--- src/rtl/dtm_dmi_pkg.sv ---
// Shared DMI bus definitions (dbg_defines): widths, op/status codes, FSM states.
// The response timeout is compiled in only when DTM_DMI_TIMEOUT_EN is defined.
package dtm_dmi_pkg;

    localparam int unsigned ABITS_DEF    = 7;
    localparam int unsigned DBUS_M_WIDTH = ABITS_DEF + 34;
    localparam int unsigned DBUS_S_WIDTH = 34;

    typedef enum logic [1:0] {
        DMI_OP_NOP   = 2'd0,
        DMI_OP_READ  = 2'd1,
        DMI_OP_WRITE = 2'd2,
        DMI_OP_RSVD  = 2'd3
    } dmi_op_e;

    typedef enum logic [1:0] {
        DMI_ST_OK     = 2'd0,
        DMI_ST_RSVD   = 2'd1,
        DMI_ST_FAILED = 2'd2,
        DMI_ST_BUSY   = 2'd3
    } dmi_st_e;

    typedef enum logic [1:0] {
        ST_IDLE = 2'd0,
        ST_REQ  = 2'd1,
        ST_RESP = 2'd2
    } dmi_state_e;

    typedef struct packed {
        logic [31:0] data;
        logic [1:0]  resp;
    } dm_resp_t;

endpackage

--- src/rtl/dtm_dmi_if.sv ---
// DTM<->DM debug bus: request channel from the DTM, response channel from the DM.
interface dtm_dmi_if
    import dtm_dmi_pkg::*;
#(
    parameter int unsigned ABITS = 7
);
    logic                    dtm_req_valid;
    logic                    dtm_req_ready;
    logic [ABITS+33:0]       dtm_req_bits;
    logic                    dm_resp_valid;
    logic                    dm_resp_ready;
    logic [DBUS_S_WIDTH-1:0] dm_resp_bits;

    modport master (
        output dtm_req_valid, dtm_req_bits, dm_resp_ready,
        input  dtm_req_ready, dm_resp_valid, dm_resp_bits
    );

    modport slave (
        input  dtm_req_valid, dtm_req_bits, dm_resp_ready,
        output dtm_req_ready, dm_resp_valid, dm_resp_bits
    );
endinterface

--- src/rtl/dtm_dmi_timeout.sv ---
// Access timeout counter; expired_o stays set from the CYCLES-th active cycle until clr_i.
module dtm_dmi_timeout #(
    parameter int unsigned CYCLES = 255
) (
    input  logic clk,
    input  logic rst,
    input  logic clr_i,
    input  logic en_i,
    output logic expired_o
);
    localparam int unsigned CW = (CYCLES < 2) ? 1 : $clog2(CYCLES + 1);

    logic [CW-1:0] cnt_q, cnt_d;
    logic          expired_q, expired_d;

    always_comb begin
        cnt_d = cnt_q;
        if (clr_i) begin
            cnt_d = '0;
        end else if (en_i) begin
            cnt_d = cnt_q + CW'(1);
        end
        expired_d = (clr_i ? 1'b0 : expired_q) | (cnt_d == CW'(CYCLES - 1));
    end

    always_ff @(posedge clk) begin
        if (rst) begin
            cnt_q     <= '0;
            expired_q <= 1'b0;
        end else begin
            cnt_q     <= cnt_d;
            expired_q <= expired_d;
        end
    end

    assign expired_o = expired_q;
endmodule

--- src/rtl/dtm_dmi.sv ---
// DTM-side DMI master: issues JTAG-latched accesses to the DM and keeps result/sticky status.
// Optional response timeout enabled by defining DTM_DMI_TIMEOUT_EN.
module dtm_dmi
    import dtm_dmi_pkg::*;
#(
    parameter int unsigned ABITS          = 7,
    parameter int unsigned TIMEOUT_CYCLES = 255
) (
    input  logic              sys_clk,
    input  logic              sys_rst,
    input  logic              dmi_update,
    input  logic [ABITS+33:0] dmi_wdata,
    input  logic              dmi_capture,
    output logic [ABITS+33:0] dmi_rdata,
    input  logic              dmireset,
    input  logic              dmihardreset,
    output logic              dmi_busy,
    dtm_dmi_if.master         dbus
);
    dmi_state_e       state_q, state_d;
    logic             req_valid_q, req_valid_d;
    logic             resp_ready_q, resp_ready_d;
    logic             busy_q, busy_d;
    logic [ABITS-1:0] addr_q, addr_d, last_addr_q, last_addr_d;
    logic [31:0]      data_q, data_d, last_data_q, last_data_d;
    logic [1:0]       op_q, op_d, status_q, status_d;
    logic             to_expired;
    dm_resp_t         rsp;

    logic [ABITS-1:0] wd_addr;
    logic [31:0]      wd_data;
    logic [1:0]       wd_op;

    assign wd_addr = dmi_wdata[ABITS+33:34];
    assign wd_data = dmi_wdata[33:2];
    assign wd_op   = dmi_wdata[1:0];
    assign rsp     = dm_resp_t'(dbus.dm_resp_bits);

`ifdef DTM_DMI_TIMEOUT_EN
    dtm_dmi_timeout #(.CYCLES(TIMEOUT_CYCLES)) u_timeout (
        .clk       (sys_clk),
        .rst       (sys_rst),
        .clr_i     ((state_q == ST_IDLE) && (state_d == ST_REQ)),
        .en_i      (state_q != ST_IDLE),
        .expired_o (to_expired)
    );
`else
    logic unused_timeout;
    assign unused_timeout = ^TIMEOUT_CYCLES;
    assign to_expired     = 1'b0;
`endif

    // Sticky status: the first error after a clear is kept; a failure beats BUSY in the same cycle.
    always_comb begin
        state_d      = state_q;
        req_valid_d  = req_valid_q;
        resp_ready_d = resp_ready_q;
        addr_d       = addr_q;
        data_d       = data_q;
        op_d         = op_q;
        last_addr_d  = last_addr_q;
        last_data_d  = last_data_q;
        status_d     = dmireset ? DMI_ST_OK : status_q;

        if (dmihardreset) begin
            state_d      = ST_IDLE;
            req_valid_d  = 1'b0;
            resp_ready_d = 1'b0;
            status_d     = DMI_ST_OK;
        end else begin
            unique case (state_q)
                ST_IDLE: begin
                    if (dmi_update && status_d == DMI_ST_OK) begin
                        last_addr_d = wd_addr;
                        if (wd_op == DMI_OP_READ || wd_op == DMI_OP_WRITE) begin
                            addr_d      = wd_addr;
                            data_d      = wd_data;
                            op_d        = wd_op;
                            state_d     = ST_REQ;
                            req_valid_d = 1'b1;
                        end
                    end
                end
                ST_REQ: begin
                    if (dbus.dtm_req_ready) begin
                        state_d      = ST_RESP;
                        req_valid_d  = 1'b0;
                        resp_ready_d = 1'b1;
                    end
                end
                ST_RESP: begin
                    if (dbus.dm_resp_valid) begin
                        if (op_q == DMI_OP_READ) begin
                            last_data_d = rsp.data;
                        end
                        if (rsp.resp[1] && status_d == DMI_ST_OK) begin
                            status_d = DMI_ST_FAILED;
                        end
                        state_d      = ST_IDLE;
                        resp_ready_d = 1'b0;
                    end
                end
                default: begin
                    state_d      = ST_IDLE;
                    req_valid_d  = 1'b0;
                    resp_ready_d = 1'b0;
                end
            endcase

            if (to_expired && state_q != ST_IDLE && state_d == state_q) begin
                state_d      = ST_IDLE;
                req_valid_d  = 1'b0;
                resp_ready_d = 1'b0;
                if (status_d == DMI_ST_OK) begin
                    status_d = DMI_ST_FAILED;
                end
            end

            if (state_q != ST_IDLE && (dmi_update || dmi_capture) && status_d == DMI_ST_OK) begin
                status_d = DMI_ST_BUSY;
            end
        end

        busy_d = (state_d != ST_IDLE);
    end

    always_ff @(posedge sys_clk) begin
        if (sys_rst) begin
            state_q      <= ST_IDLE;
            req_valid_q  <= 1'b0;
            resp_ready_q <= 1'b0;
            busy_q       <= 1'b0;
            addr_q       <= '0;
            data_q       <= '0;
            op_q         <= '0;
            last_addr_q  <= '0;
            last_data_q  <= '0;
            status_q     <= '0;
        end else begin
            state_q      <= state_d;
            req_valid_q  <= req_valid_d;
            resp_ready_q <= resp_ready_d;
            busy_q       <= busy_d;
            addr_q       <= addr_d;
            data_q       <= data_d;
            op_q         <= op_d;
            last_addr_q  <= last_addr_d;
            last_data_q  <= last_data_d;
            status_q     <= status_d;
        end
    end

    assign dbus.dtm_req_valid = req_valid_q;
    assign dbus.dtm_req_bits  = {addr_q, data_q, op_q};
    assign dbus.dm_resp_ready = resp_ready_q;
    assign dmi_rdata          = {last_addr_q, last_data_q, status_q};
    assign dmi_busy           = busy_q;
endmodule

--- src/flat_wrapper.sv ---
// flat-port wrapper written by rule: the top's interface ports become plain ports
module dtm_dmi_flat import dtm_dmi_pkg::*;
#(
    parameter int unsigned ABITS          = 7,
    parameter int unsigned TIMEOUT_CYCLES = 255
)
  (sys_clk, sys_rst, dmi_update, dmi_wdata, dmi_capture, dmi_rdata, dmireset, dmihardreset, dmi_busy, dbus_dtm_req_valid, dbus_dtm_req_bits, dbus_dm_resp_ready, dbus_dtm_req_ready, dbus_dm_resp_valid, dbus_dm_resp_bits);
  dtm_dmi_if #(.ABITS(ABITS)) dbus_i ();
  input  logic sys_clk;
  input  logic sys_rst;
  input  logic dmi_update;
  input  logic [ABITS+33:0] dmi_wdata;
  input  logic dmi_capture;
  output logic [ABITS+33:0] dmi_rdata;
  input  logic dmireset;
  input  logic dmihardreset;
  output logic dmi_busy;
  output wire logic [$bits(dbus_i.dtm_req_valid)-1:0] dbus_dtm_req_valid;
  output wire logic [$bits(dbus_i.dtm_req_bits)-1:0] dbus_dtm_req_bits;
  output wire logic [$bits(dbus_i.dm_resp_ready)-1:0] dbus_dm_resp_ready;
  input wire logic [$bits(dbus_i.dtm_req_ready)-1:0] dbus_dtm_req_ready;
  input wire logic [$bits(dbus_i.dm_resp_valid)-1:0] dbus_dm_resp_valid;
  input wire logic [$bits(dbus_i.dm_resp_bits)-1:0] dbus_dm_resp_bits;
  assign dbus_dtm_req_valid = dbus_i.dtm_req_valid;
  assign dbus_dtm_req_bits = dbus_i.dtm_req_bits;
  assign dbus_dm_resp_ready = dbus_i.dm_resp_ready;
  assign dbus_i.dtm_req_ready = dbus_dtm_req_ready;
  assign dbus_i.dm_resp_valid = dbus_dm_resp_valid;
  assign dbus_i.dm_resp_bits = dbus_dm_resp_bits;
  dtm_dmi #(.ABITS(ABITS), .TIMEOUT_CYCLES(TIMEOUT_CYCLES)) u_core (.sys_clk(sys_clk), .sys_rst(sys_rst), .dmi_update(dmi_update), .dmi_wdata(dmi_wdata), .dmi_capture(dmi_capture), .dmi_rdata(dmi_rdata), .dmireset(dmireset), .dmihardreset(dmihardreset), .dmi_busy(dmi_busy), .dbus(dbus_i));
endmodule
--- config.mk ---
export PLATFORM = sky130hd
export DESIGN_NAME = dtm_dmi_flat
export DESIGN_NICKNAME = d
export VERILOG_FILES = /design/src/rtl/dtm_dmi_pkg.sv /design/src/rtl/dtm_dmi_if.sv /design/src/rtl/dtm_dmi_timeout.sv /design/src/rtl/dtm_dmi.sv /design/src/flat_wrapper.sv
export SDC_FILE = /design/constraint.sdc
export NUM_CORES = 1
export LEC_CHECK = 0
export ABC_CLOCK_PERIOD_IN_PS = 4400
export CAP_MARGIN = 20
export CORE_MARGIN = 5
export CORE_UTILIZATION = 30
export CTS_CLUSTER_SIZE = 12
export DETAILED_ROUTE_END_ITERATION = 10
export PLACE_DENSITY = 0.7
export RECOVER_POWER = 50
export SLEW_MARGIN = 20
export SYNTH_ARGS = -nofsm -noshare
export SYNTH_HDL_FRONTEND = slang
export SYNTH_SLANG_ARGS = --single-unit
--- constraint.sdc ---
create_clock -name sys_clk -period 4.4 [get_ports sys_clk]
set_input_delay 0.66 -clock sys_clk [delete_from_list [all_inputs] [get_ports sys_clk]]
set_output_delay 0.66 -clock sys_clk [all_outputs]
set_load 0.01 [all_outputs]
==> summary.txt <==
Timing
  – Clock Skew: 5.027 ps
  – Final hold vios: 0
  – Setup ws final: 1529 ps
  – Sum Neg Setup Slack: 0 ps
  – Slew of the pin with the lowest slew margin: 1903 ps
  – Fin. max-slew vios: between 40 and 50
  – Slew HR: -0.2686
  – Setup-failing EPs final: 0
  – Unrepaired setup endpoints after global routing: false
  – Final critical-path share of the clock period: 0.6525
  – Fmax: about 350 MHz
  – Final worst path period need: approximately 2900 ps

Die
  – Die Span Y: between 100 and 150 um
  – Core ar.: 11560 um^2
  – # rows: 39
  – Initial Util: 0.3094
  – Die X: roughly 120 um
  – DIE AREA: approximately 14000 um^2
  – I/O pins: 168

Layout
  – Most frequent cells in the layout: dfxtp_1, clkdlybuf4s50_1, nand2_1, dlygate4sd3_1, a21oi_1
  – Net count, final: 632
  – Layout cell share with drive strength beyond 1: 0.04332
  – Final Util: 0.4766
  – Fin cells: 698
  – Design area: roughly 5500 um^2
  – Commonest non-fill, non-tap cell in the layout: dfxtp_1
  – Filler cells: between 1000 and 1500
  – P&R area growth vs syn: 54.02%

Detailed routing
  – Post-route ant nets: 0
  – Drt total wl: 10.76 mm
  – # DRC: 0
  – Number of DRC markers in iteration 0: roughly 190
  – First-pass iteration count of the detailed router: 4
  – Routed vias/inst: 4.897
  – Via count: 3418
  – Drt wl/cell: 15.42 um

Min path
  – Hold depth: 2
  – Hold Crit Endpoint: u_core.addr_q[0]
  – HP Class: register to register
  – Min-delay src: u_core.addr_q[0]

Place
  – Post-DP Area: 5205 um^2
  – Post-DP HPWL: 7.691 mm
  – PortBufs: 166
  – Inst Count DP: 680
  – GPL Wtd Cong: 0.7765
  – Pre-CTS setup slack: 1628 ps

Run status
  – Status: finished, violations left
  – Failing checks: capacitance limit, slew limit

CTS
  – Clk Latency, worst-skew pair: 340 ps
  – Number of cells upsized or downsized after cts: 0
  – CTS Hold Buffers Added: 0
  – CTS Sinks: 87
  – Post-CTS Setup Bufs: 0
  – CTS tree: yes
  – Deepest clock path buffer count: 2
  – CTS buffer count: 9
  – CTS H-Tree Depth: 3
  – Root Buffer: clkbuf_16
  – CTS clk-pin slew, worst paths: 60 ps

Power
  – VDD IR max: 0.2095 mV
  – Leak Pwr: 2.174 nW
  – Pwr dens: between 300 and 400 nW/um^2

GRT
  – Antenna violations before repair: 1
  – Gr usage total: 0.1508
  – First-pass GRT wire length: 17.44 mm
  – Largest net degree at the start of global routing: 58
  – Vias in the first global route: 3466
  – Grt ovf: 0

Logic synthesis
  – Mapped cell area: 3578 um^2
  – Number of synthesized register bits: 87
  – Synth cell types: 36
  – Warnings, synthesis: 0
  – Cells after Synth: slightly above 400
  – Syn_nets: between 400 and 500
  – Synthesized area per cell: 8.836 um^2
  – Register area share after synthesis: 0.4867

Setup path
  – CP Class: input port to register
  – R2R Path Start: u_core.status_q[1]
  – Crit end category: register
  – FF-to-FF End: u_core.data_q[2]
  – CP Max Fanout: 42
  – Crit path arrival time: 3090 ps
  – Startpoint class of the critical path: input port
  – R2R cell count: 3
  – Worst EP required: about 4600 ps
  – Register-to-register setup slack: 2180 ps

Run
  – Max-cap violations: 1
## metal layers
| metal | up-vias | wire length, um | track usage |
|---|---|---|---|
| li1 | 1691 | - | - |
| met1 | 1576 | 4478 | 0.1702 |
| met2 | 135 | 4990 | 0.2490 |
| met3 | 16 | 1046 | 0.06493 |
| met4 | 0 | 247 | 0.06445 |
| met5 | - | 0 | 0 |
## worst max-delay path by stage
stage	start	to	slack, ps
finish	sys_rst	u_core.status_q[0]	1530
global route	sys_rst	u_core.status_q[0]	1230
CTS	dmireset	u_core.data_q[2]	2000
detailed placement	dmireset	u_core.data_q[0]	1630
global placement	dmireset	u_core.data_q[31]	1710
floorplan	dmihardreset	u_core.last_data_q[10]	2750
## registers in the layout, indices dropped and copies added, names as in the netlist
signal	count
u_core.addr_q	7
u_core.dmi_busy	1
u_core.last_addr_q	7
u_core.state_q	2
u_core.data_q	32
u_core.dbus.dtm_req_valid	1
u_core.status_q	2
u_core.dbus.dm_resp_ready	1
u_core.last_data_q	32
u_core.op_q	2
## metrics by stage
step	power [mW]	hold slack, ps
6_report	1.787	452.2
5_1_grt	1.862	478.6
4_1_cts	1.825	457.9
3_5_place_dp	1.057	449.1
3_3_place_gp	1.052	441.4
2_1_floorplan	0.9330	479.0
## where the power goes
group	switching, mW	total, mW	internal (mW)
Sequential	0.0117	0.820	0.809
Combinational	0.0911	0.210	0.119
Clock	0.302	0.757	0.455
Total	0.405	1.79	1.38
## area by class of cell
cell class	instances	area, um^2	share of cell area
Sequential cell	87	1742	0.3160
Timing Repair Buffer	170	1695	0.3076
Multi-Input combinational cell	275	1578	0.2863
Clock buffer	13	250.2	0.04540
Tap cell	143	178.9	0.03246
Clock inverter	3	42.54	0.007718
Inverter	6	22.52	0.004086
Antenna cell	1	2.502	0.0004540
## critical path: stages
cell and delay, ps:
dlygate4sd3_1 560, clkbuf_1 1380, or2_2 380, o22ai_1 110
## cells in the mapped netlist, drive strengths merged
library cell	count	share of area
nor2b	2	0.0035
nand3	34	0.048
nor3b	1	0.0021
nand2	83	0.087
a31oi	2	0.0035
or3	1	0.0017
inv	6	0.0063
nor2	2	0.0021
clkbuf	24	0.025
nor3	2	0.0059
nand4	9	0.016
o221a	1	0.0031
o31ai	8	0.017
o22ai	1	0.0017
o21ai	35	0.049
o21ba	1	0.0028
a21oi	42	0.059
buf	13	0.042
o22a	1	0.0024
o211a	1	0.0028
o21bai	1	0.0021
xor2	1	0.0024
a22o	1	0.0024
dfxtp	87	0.49
nand3b	2	0.0042
or2	1	0.0017
and3b	1	0.0028
a41oi	1	0.0024
and4	1	0.0031
or3b	1	0.0024
mux2i	39	0.11
## kinds of logic (layout without fill, tap and decap cells)
family                    count (synthesis)  count (layout)  share of synthesized area
AOI/OAI and AO/OA                        95              95                     0.1479
xor gates and xnor gates                  1               1                   0.002448
buffers and inverters                    43             192                    0.07378
DFF                                      87              87                     0.4867
muxes                                    39              39                     0.1091
other                                     0               1                          0
and+or+nand+nor                         140             140                     0.1801
No activity file was read; power rests on OpenSTA's default activity.
